File: config.mk
export PLATFORM = sky130hd
export DESIGN_NAME = pulse_arbiter
export DESIGN_NICKNAME = d
export VERILOG_FILES = /design/src/rtl/pulse_arbiter.sv
export SDC_FILE = /design/constraint.sdc
export NUM_CORES = 1
export LEC_CHECK = 0
export CAP_MARGIN = 5
export CORE_MARGIN = 2
export CORE_UTILIZATION = 50
export DETAILED_ROUTE_END_ITERATION = 8
export HOLD_SLACK_MARGIN = 0.05
export MAX_ROUTING_LAYER = met4
export PLACE_DENSITY_LB_ADDON = 0.25
export SLEW_MARGIN = 20
export SYNTH_ARGS = -nofsm -noshare
export SYNTH_HDL_FRONTEND = slang
export SYNTH_SLANG_ARGS = --single-unit
export TNS_END_PERCENT = 50
File: constraint.sdc
create_clock -name clock -period 2.1 [get_ports clock]
set_input_delay 0.525 -clock clock [delete_from_list [all_inputs] [get_ports clock]]
set_output_delay 0.525 -clock clock [all_outputs]
set_load 0.02 [all_outputs]
File: src/rtl/pulse_arbiter.sv
// Round-robin arbiter that turns rising edges on N_CH request lines into
// fixed-width pulses on one shared output, tagged with the owning channel.
module pulse_arbiter #(
    parameter int N_CH        = 4,
    parameter int PULSE_WIDTH = 1,
    parameter int GAP         = 1,
    localparam int CH_W       = (N_CH > 1) ? $clog2(N_CH) : 1
) (
    input  logic            clock,
    input  logic            reset,
    input  logic [N_CH-1:0] sig,
    output logic            pulse,
    output logic [CH_W-1:0] pulse_ch,
    output logic            busy,
    output logic [N_CH-1:0] pending,
    output logic [N_CH-1:0] drop
);

    localparam int CNT_MAX = (PULSE_WIDTH > GAP) ? PULSE_WIDTH : GAP;
    localparam int CNT_W   = (CNT_MAX > 1) ? $clog2(CNT_MAX + 1) : 1;
    localparam logic [CNT_W-1:0] PULSE_LOAD = CNT_W'(PULSE_WIDTH - 1);
    localparam logic [CNT_W-1:0] GAP_LOAD   = CNT_W'((GAP > 0) ? GAP - 1 : 0);

    typedef enum logic [1:0] {
        S_IDLE,
        S_PULSE,
        S_GAP
    } state_t;

    state_t            state;
    state_t            state_n;
    logic [CNT_W-1:0]  cnt;
    logic [CNT_W-1:0]  cnt_n;
    logic [N_CH-1:0]   sig_q;
    logic [N_CH-1:0]   sig_edge;
    logic [N_CH-1:0]   grant_mask;
    logic [CH_W-1:0]   last;
    logic [CH_W-1:0]   grant_idx;
    logic              grant_any;
    logic              grant_en;

    assign sig_edge = sig & ~sig_q;

    // Search starts one past the last winner so every channel gets a turn.
    always_comb begin
        grant_any = 1'b0;
        grant_idx = '0;
        for (int k = 1; k <= N_CH; k++) begin
            if (!grant_any && pending[(int'(last) + k) % N_CH]) begin
                grant_any = 1'b1;
                grant_idx = CH_W'((int'(last) + k) % N_CH);
            end
        end
    end

    always_comb begin
        for (int i = 0; i < N_CH; i++) begin
            grant_mask[i] = grant_en && (grant_idx == CH_W'(i));
        end
    end

    // A re-request that coincides with its own grant is kept, not dropped.
    always_ff @(posedge clock or posedge reset) begin
        if (reset) begin
            sig_q   <= '0;
            pending <= '0;
            drop    <= '0;
        end else begin
            sig_q   <= sig;
            pending <= (pending & ~grant_mask) | sig_edge;
            drop    <= sig_edge & pending & ~grant_mask;
        end
    end

    always_ff @(posedge clock or posedge reset) begin
        if (reset) begin
            state    <= S_IDLE;
            cnt      <= '0;
            last     <= CH_W'(N_CH - 1);
            pulse_ch <= '0;
        end else begin
            state <= state_n;
            cnt   <= cnt_n;
            if (grant_en) begin
                last     <= grant_idx;
                pulse_ch <= grant_idx;
            end
        end
    end

    always_comb begin
        state_n  = state;
        cnt_n    = cnt;
        grant_en = 1'b0;
        case (state)
            S_IDLE: begin
                if (grant_any) begin
                    grant_en = 1'b1;
                    state_n  = S_PULSE;
                    cnt_n    = PULSE_LOAD;
                end
            end
            S_PULSE: begin
                if (cnt != '0) begin
                    cnt_n = cnt - CNT_W'(1);
                end else if (GAP > 0) begin
                    state_n = S_GAP;
                    cnt_n   = GAP_LOAD;
                end else if (grant_any) begin
                    grant_en = 1'b1;
                    cnt_n    = PULSE_LOAD;
                end else begin
                    state_n = S_IDLE;
                end
            end
            S_GAP: begin
                if (cnt != '0) begin
                    cnt_n = cnt - CNT_W'(1);
                end else if (grant_any) begin
                    grant_en = 1'b1;
                    state_n  = S_PULSE;
                    cnt_n    = PULSE_LOAD;
                end else begin
                    state_n = S_IDLE;
                end
            end
            default: state_n = S_IDLE;
        endcase
    end

    always_comb begin
        pulse = (state == S_PULSE);
        busy  = (state != S_IDLE);
    end

endmodule
# --- Word-level counts from Yosys, hierarchy flattened ---
# Cells that the tools add are included.
classes:
  n_eq_ne: 8
  n_lt_le_gt_ge: 4
  mux: 31
  reduce_logical: 21
  addsub: 5
  bitwise: 11
ops:
  columns: ["cell", "count"]
  rows:
  - ["$mux 1", 17]
  - ["$and 4x4->4", 4]
  - ["$lt 3x4->1 const B", 4]
  - ["$mux 2", 7]
  - ["$reduce_or 2->1", 5]
  - ["$bmux 1 s2", 4]
  - ["$not 4->4", 2]
  - ["$logic_and 1x1->1", 7]
  - ["$eq 2x2->1 const B", 3]
  - ["$ne 2x2->1 const B", 3]
  - ["$pmux 2 s3", 1]
  - ["$add 2x1->2 const B", 2]
  - ["$add 2x2->2 const B", 2]
  - ["$and 1x1->1 const A", 4]
  - ["$eq 2x1->1 const B", 2]
  - ["$logic_not 2->1", 2]
  - ["$or 4x4->4", 1]
  - ["$pmux 1 s2", 2]
  - ["$reduce_bool 2->1", 2]
  - ["$logic_not 1->1", 3]
  - ["$reduce_and 3->1", 1]
  - ["$reduce_and 2->1", 1]
  - ["$sub 1x1->1 const B", 1]
totals:
  elab_cells: 87
  output_inout_bits: 12
  inputBits: 6
  regBits: 19

# --- Depth between registers and ports, before layout ---
logic_depth:
  depth_word: 23
  mapped_depth: 5
  depth_no_buf: 5

# --- Worst setup path after synthesis ---
# OpenSTA, ideal clock, no wires.
synth_timing:
  path_type: "flip-flop to flip-flop"
  from: "register pending[1]"
  to: "register drop[3]"
  stages_incl_launch_ff: 5
  t_required_ps: 1974
  n_path_buf: 0
  setup_time_ps: 126
  arrival_time_ps: 1405
  period_less_slack_ps: 1531
  setup_slack_ps: 569
  cell_sequence: "dfrtp_1 or2_1 a311oi_4 and2_4 a211oi_1"
synth_via:
  elab_chain_len: 19
  word_cells_on_any_way: 33
  cone_classes: "1 x eq/ne; 23 x mux; 2 x bitwise; 7 x reduce/logical"
synth_rtl:
  columns: ["item", "line_no", "rtl"]
  rows:
  - ["start: declaration", "15", "output logic [N_CH-1:0] pending,"]
  - ["start signal: assignment", "70", "pending <= (pending & ~grant_mask) | sig_edge;"]
  - ["$bmux 1 s2", "49", "if (!grant_any && pending[(int'(last) + k) % N_CH]) begin"]
  - ["$mux 1 (not written as such) (2 in series)", "49", null]
  - ["$mux 1", "49", null]
  - ["$logic_not 1->1", "49", null]
  - ["$logic_and 1x1->1", "49", null]
  - ["$mux 1", "49", null]
  - ["$logic_not 1->1", "49", null]
  - ["$logic_and 1x1->1", "49", null]
  - ["(+2 left out)", null, null]
  - ["$logic_and 1x1->1", "49", null]
  - ["$mux 1", "49", null]
  - ["$mux 1", "97, 119", null]
  - ["$mux 1", "117", "if (cnt != '0) begin"]
  - ["$pmux 1 s2", "95", "case (state)"]
  - ["$logic_and 1x1->1 (*)", "58", "grant_mask[i] = grant_en && (grant_idx == CH_W'(i));"]
  - ["$not 4->4 (*)", "71", "drop <= sig_edge & pending & ~grant_mask;"]
  - ["$and 4x4->4 (*)", "71", null]
  - ["end signal: assignment", "71", null]
  - ["end: declaration", "16", "output logic [N_CH-1:0] drop"]
# Every way passes the cells marked *; elsewhere a longest branch is shown, timed or not. The select of a mux whose other input is x is not followed.
# A chain may end at the register's enable or synchronous reset.

# --- Final worst setup path ---
layout_timing:
  from: "register state[1]"
  to: "output port busy"
layout_via:
  elab_chain_len: 1
layout_rtl:
  columns: ["item", "line_no", "rtl"]
  rows:
  - ["start: declaration", "30", "state_t state;"]
  - ["start signal: assignment", "82", "state <= state_n;"]
  - ["$reduce_bool 2->1", "133", "busy = (state != S_IDLE);"]
  - ["end: declaration", "14", "output logic busy,"]
# No other way between the ends.

==> flow_summary.toml <==
[global_routing]
grtUsageTotal_pct = 18.6
grt_pass1_wl_mm = 2.41
grt_pass1_vias = 574
grt_overflow_total = 0
antenna_found_initial = 0
grt_max_degree = 19

[timing]
final-setup-viol-count = 0
slew_headroom_pct = 56.6
finalHoldViolations = 0
worst_clock_skew_ns = 0.00173
fin_setup_tns_ns = 0
report.final.slew_viol_count = 0
clock.fmax_mhz = 488
tightest_slew_ns = 0.651
final.min_clock_period_ns = 2.05
period_share_pct = 97.5
rsz0062_at_grt = "no"

[setup_path]
r2r_slack_ns = 0.48
crit_type = "flip-flop to output port"
start_kind = "flip-flop"
crit_path_end_kind = "output port"
crit_fanout = 3
r2r-end = "drop[3]"
r2r_cells = 4
r2r_start = "pending[1]"
cp.arrival_ns = 1.52
cp_data_required_time_ns = 1.57

[clock_network]
ctsHoldBuffers = 0
cts_buffers = 3
clk_latency_ns = 0.29
cts_resized = 0
cts_root_buffer = "clkbuf_4"
post-cts-setup-buffers = 0
htreeDepth = 1
cts_tree = "yes"
clockBufferDepth = 2
path_clk_slew_ns = 0.10
clock-sinks = 18

[synthesis]
synth_cell_types = 24
ys_warn_count = 0
syn_avg_cell_area_um2 = 11.3
netlist_area_um2 = 768
syn_nets = 74
synthTopCellsByArea = "dfrtp_1, dfstp_2, nor2_1"
ys.flop_type = "dfrtp_1"
synth_seq_cells = 18
synth_cells = 68
synth_largest_area_cell = "dfrtp_1"
synth_top_area_share_pct = 52.1
synth_edf_count = 0
synth-async-reset-ratio_pct = 100
synth_commonest_cells = "dfrtp_1, nor2_1, a21oi_1, nand2b_1, nor2b_1"
synth_seq_area_share_pct = 59.0
yosys.cell_count.top_type = "dfrtp_1"

[route]
vias_per_cell = 5.65
vias = 588
drt_iter0_drc = 12
wl_per_cell_um = 13.3
route.detailed.drc = 0
dr.pass1.iters = 4
ant_nets = 0
wl_mm = 1.39

[placed_design]
place_congestion = 0.731
dp_hpwl_um = 985
place_area_um2 = 953
portBuffers = 17

[floorplanning]
dieArea_um2 = 1870
die_h_um = 43.2
fp-row-count = 14
io-pin-count = 18
fp.dieW_um = 43.2
start_util_pct = 52.2
core-area_um2 = 1470

[final_layout]
antenna_cells = 0
area_growth_pct = 28.8
final_area_um2 = 990
nFillCells = 117
fin_nets = 95
drive_gt1_share_pct = 11.4

[power_and_ir_drop]
vdd_drop_max_mv = 0.750
powerDensity_nw_per_um2 = 1550
switchingPower_uw = 611
clock_power_share_pct = 13.8
seqPwrFrac_pct = 38.2
p_int_uw = 921
comb_power_share_pct = 48.0
p_sw_share_pct = 39.9
p_leak_nw = 0.436

[min_path]
min_to = "state[1]"
min_from = "state[1]"
whs_path_depth = 1
worst_hold_path_type = "flip-flop to flip-flop"

[flow_run]
cap_violations = 0

[run_status]
status = "completed"
power groups by stage:
stage | Combinational [mW] | Sequential (mW) | Clock (mW)
global route | 0.797 | 0.601 | 0.229
detailed placement | 0.741 | 0.588 | 0
global placement | 0.726 | 0.582 | 0
floorplan | 0.391 | 0.664 | 0
CTS | 0.744 | 0.581 | 0.212
finish | 0.736 | 0.584 | 0.212
worst max-delay path, stage by stage (launching register included):
cell,delay (ns)
dfrtp_1,0.40
or2_2,0.29
clkdlybuf4s50_1,0.53
cells in the final DEF, fill, tap and decap left out, drive strengths merged:
master	synthesis	final
and2	1	1
nor3b	1	1
a31oi	1	1
o21ai	1	1
dfstp	2	2
nor2b	5	5
clkdlybuf4s50	0	17
a311oi	1	1
or2	2	2
nor2	9	9
a211oi	1	1
nand3	2	2
nor3	2	2
dfrtp	16	16
inv	3	3
clkbuf	0	4
and3	1	1
a21bo	1	1
a2bb2oi	1	1
a21oi	5	5
o311a	2	2
nand2b	5	5
nand2	1	1
a21o	4	4
worst max path at each step:
stage,to,start,depth (start not counted)
2_1_floorplan,drop[3],pending[1],4
3_3_place_gp,busy,state[1],2
3_5_place_dp,busy,state[1],2
4_1_cts,busy,state[1],2
5_1_grt,busy,state[1],2
6_report,busy,state[1],2
layout make-up:
class | count | area, um^2 | share of cell area (%)
flip-flops and latches | 18 | 453 | 45.8
multi-input cells | 46 | 299 | 30.2
repair buffers | 17 | 170 | 17.2
clock buffers | 4 | 36.3 | 3.67
well taps | 16 | 20.0 | 2.02
inverters | 3 | 11.3 | 1.14
logic make-up (layout without fill, tap and decap cells):
| group | after synthesis | in the layout | share of synthesized area (%) |
|---|---|---|---|
| buffers and inverters | 4 | 24 | 2.12 |
| AND/OR/NAND/NOR | 29 | 29 | 20.8 |
| flip-flops | 18 | 18 | 59.0 |
| AO/OA/AOI/OAI | 17 | 17 | 18.1 |
flip-flops by register name, summed over array words and instances, names as in the netlist:
signal,count
drop,4
pending,4
sig_q,4
last,2
pulse_ch,2
state,2
metal layers:
layer	vias to the layer above	part of all wire [%]	global-route usage, %
li1	277	-	-
met1	291	46	22.5
met5	-	0	-
met4	0	2.9	12.1
met2	15	46	28.1
met3	5	4.3	3.83
metrics by stage:
| step | power (mW) | setup WS [ns] | hold WS, ns | utilization (%) | cells |
|---|---|---|---|---|---|
| 2_1_floorplan | 1.06 | 0.569 | 0.418 | - | 68 |
| 3_3_place_gp | 1.31 | 0.392 | 0.428 | 64.8 | 100 |
| 3_5_place_dp | 1.33 | 0.382 | 0.445 | 64.8 | 100 |
| 4_1_cts | 1.54 | 0.0500 | 0.460 | 67.3 | 104 |
| 5_1_grt | 1.63 | 0.0188 | 0.478 | 67.3 | 104 |
| 6_report | 1.53 | 0.0527 | 0.458 | 67.3 | 104 |
No activity file was read; power rests on OpenSTA's default activity.
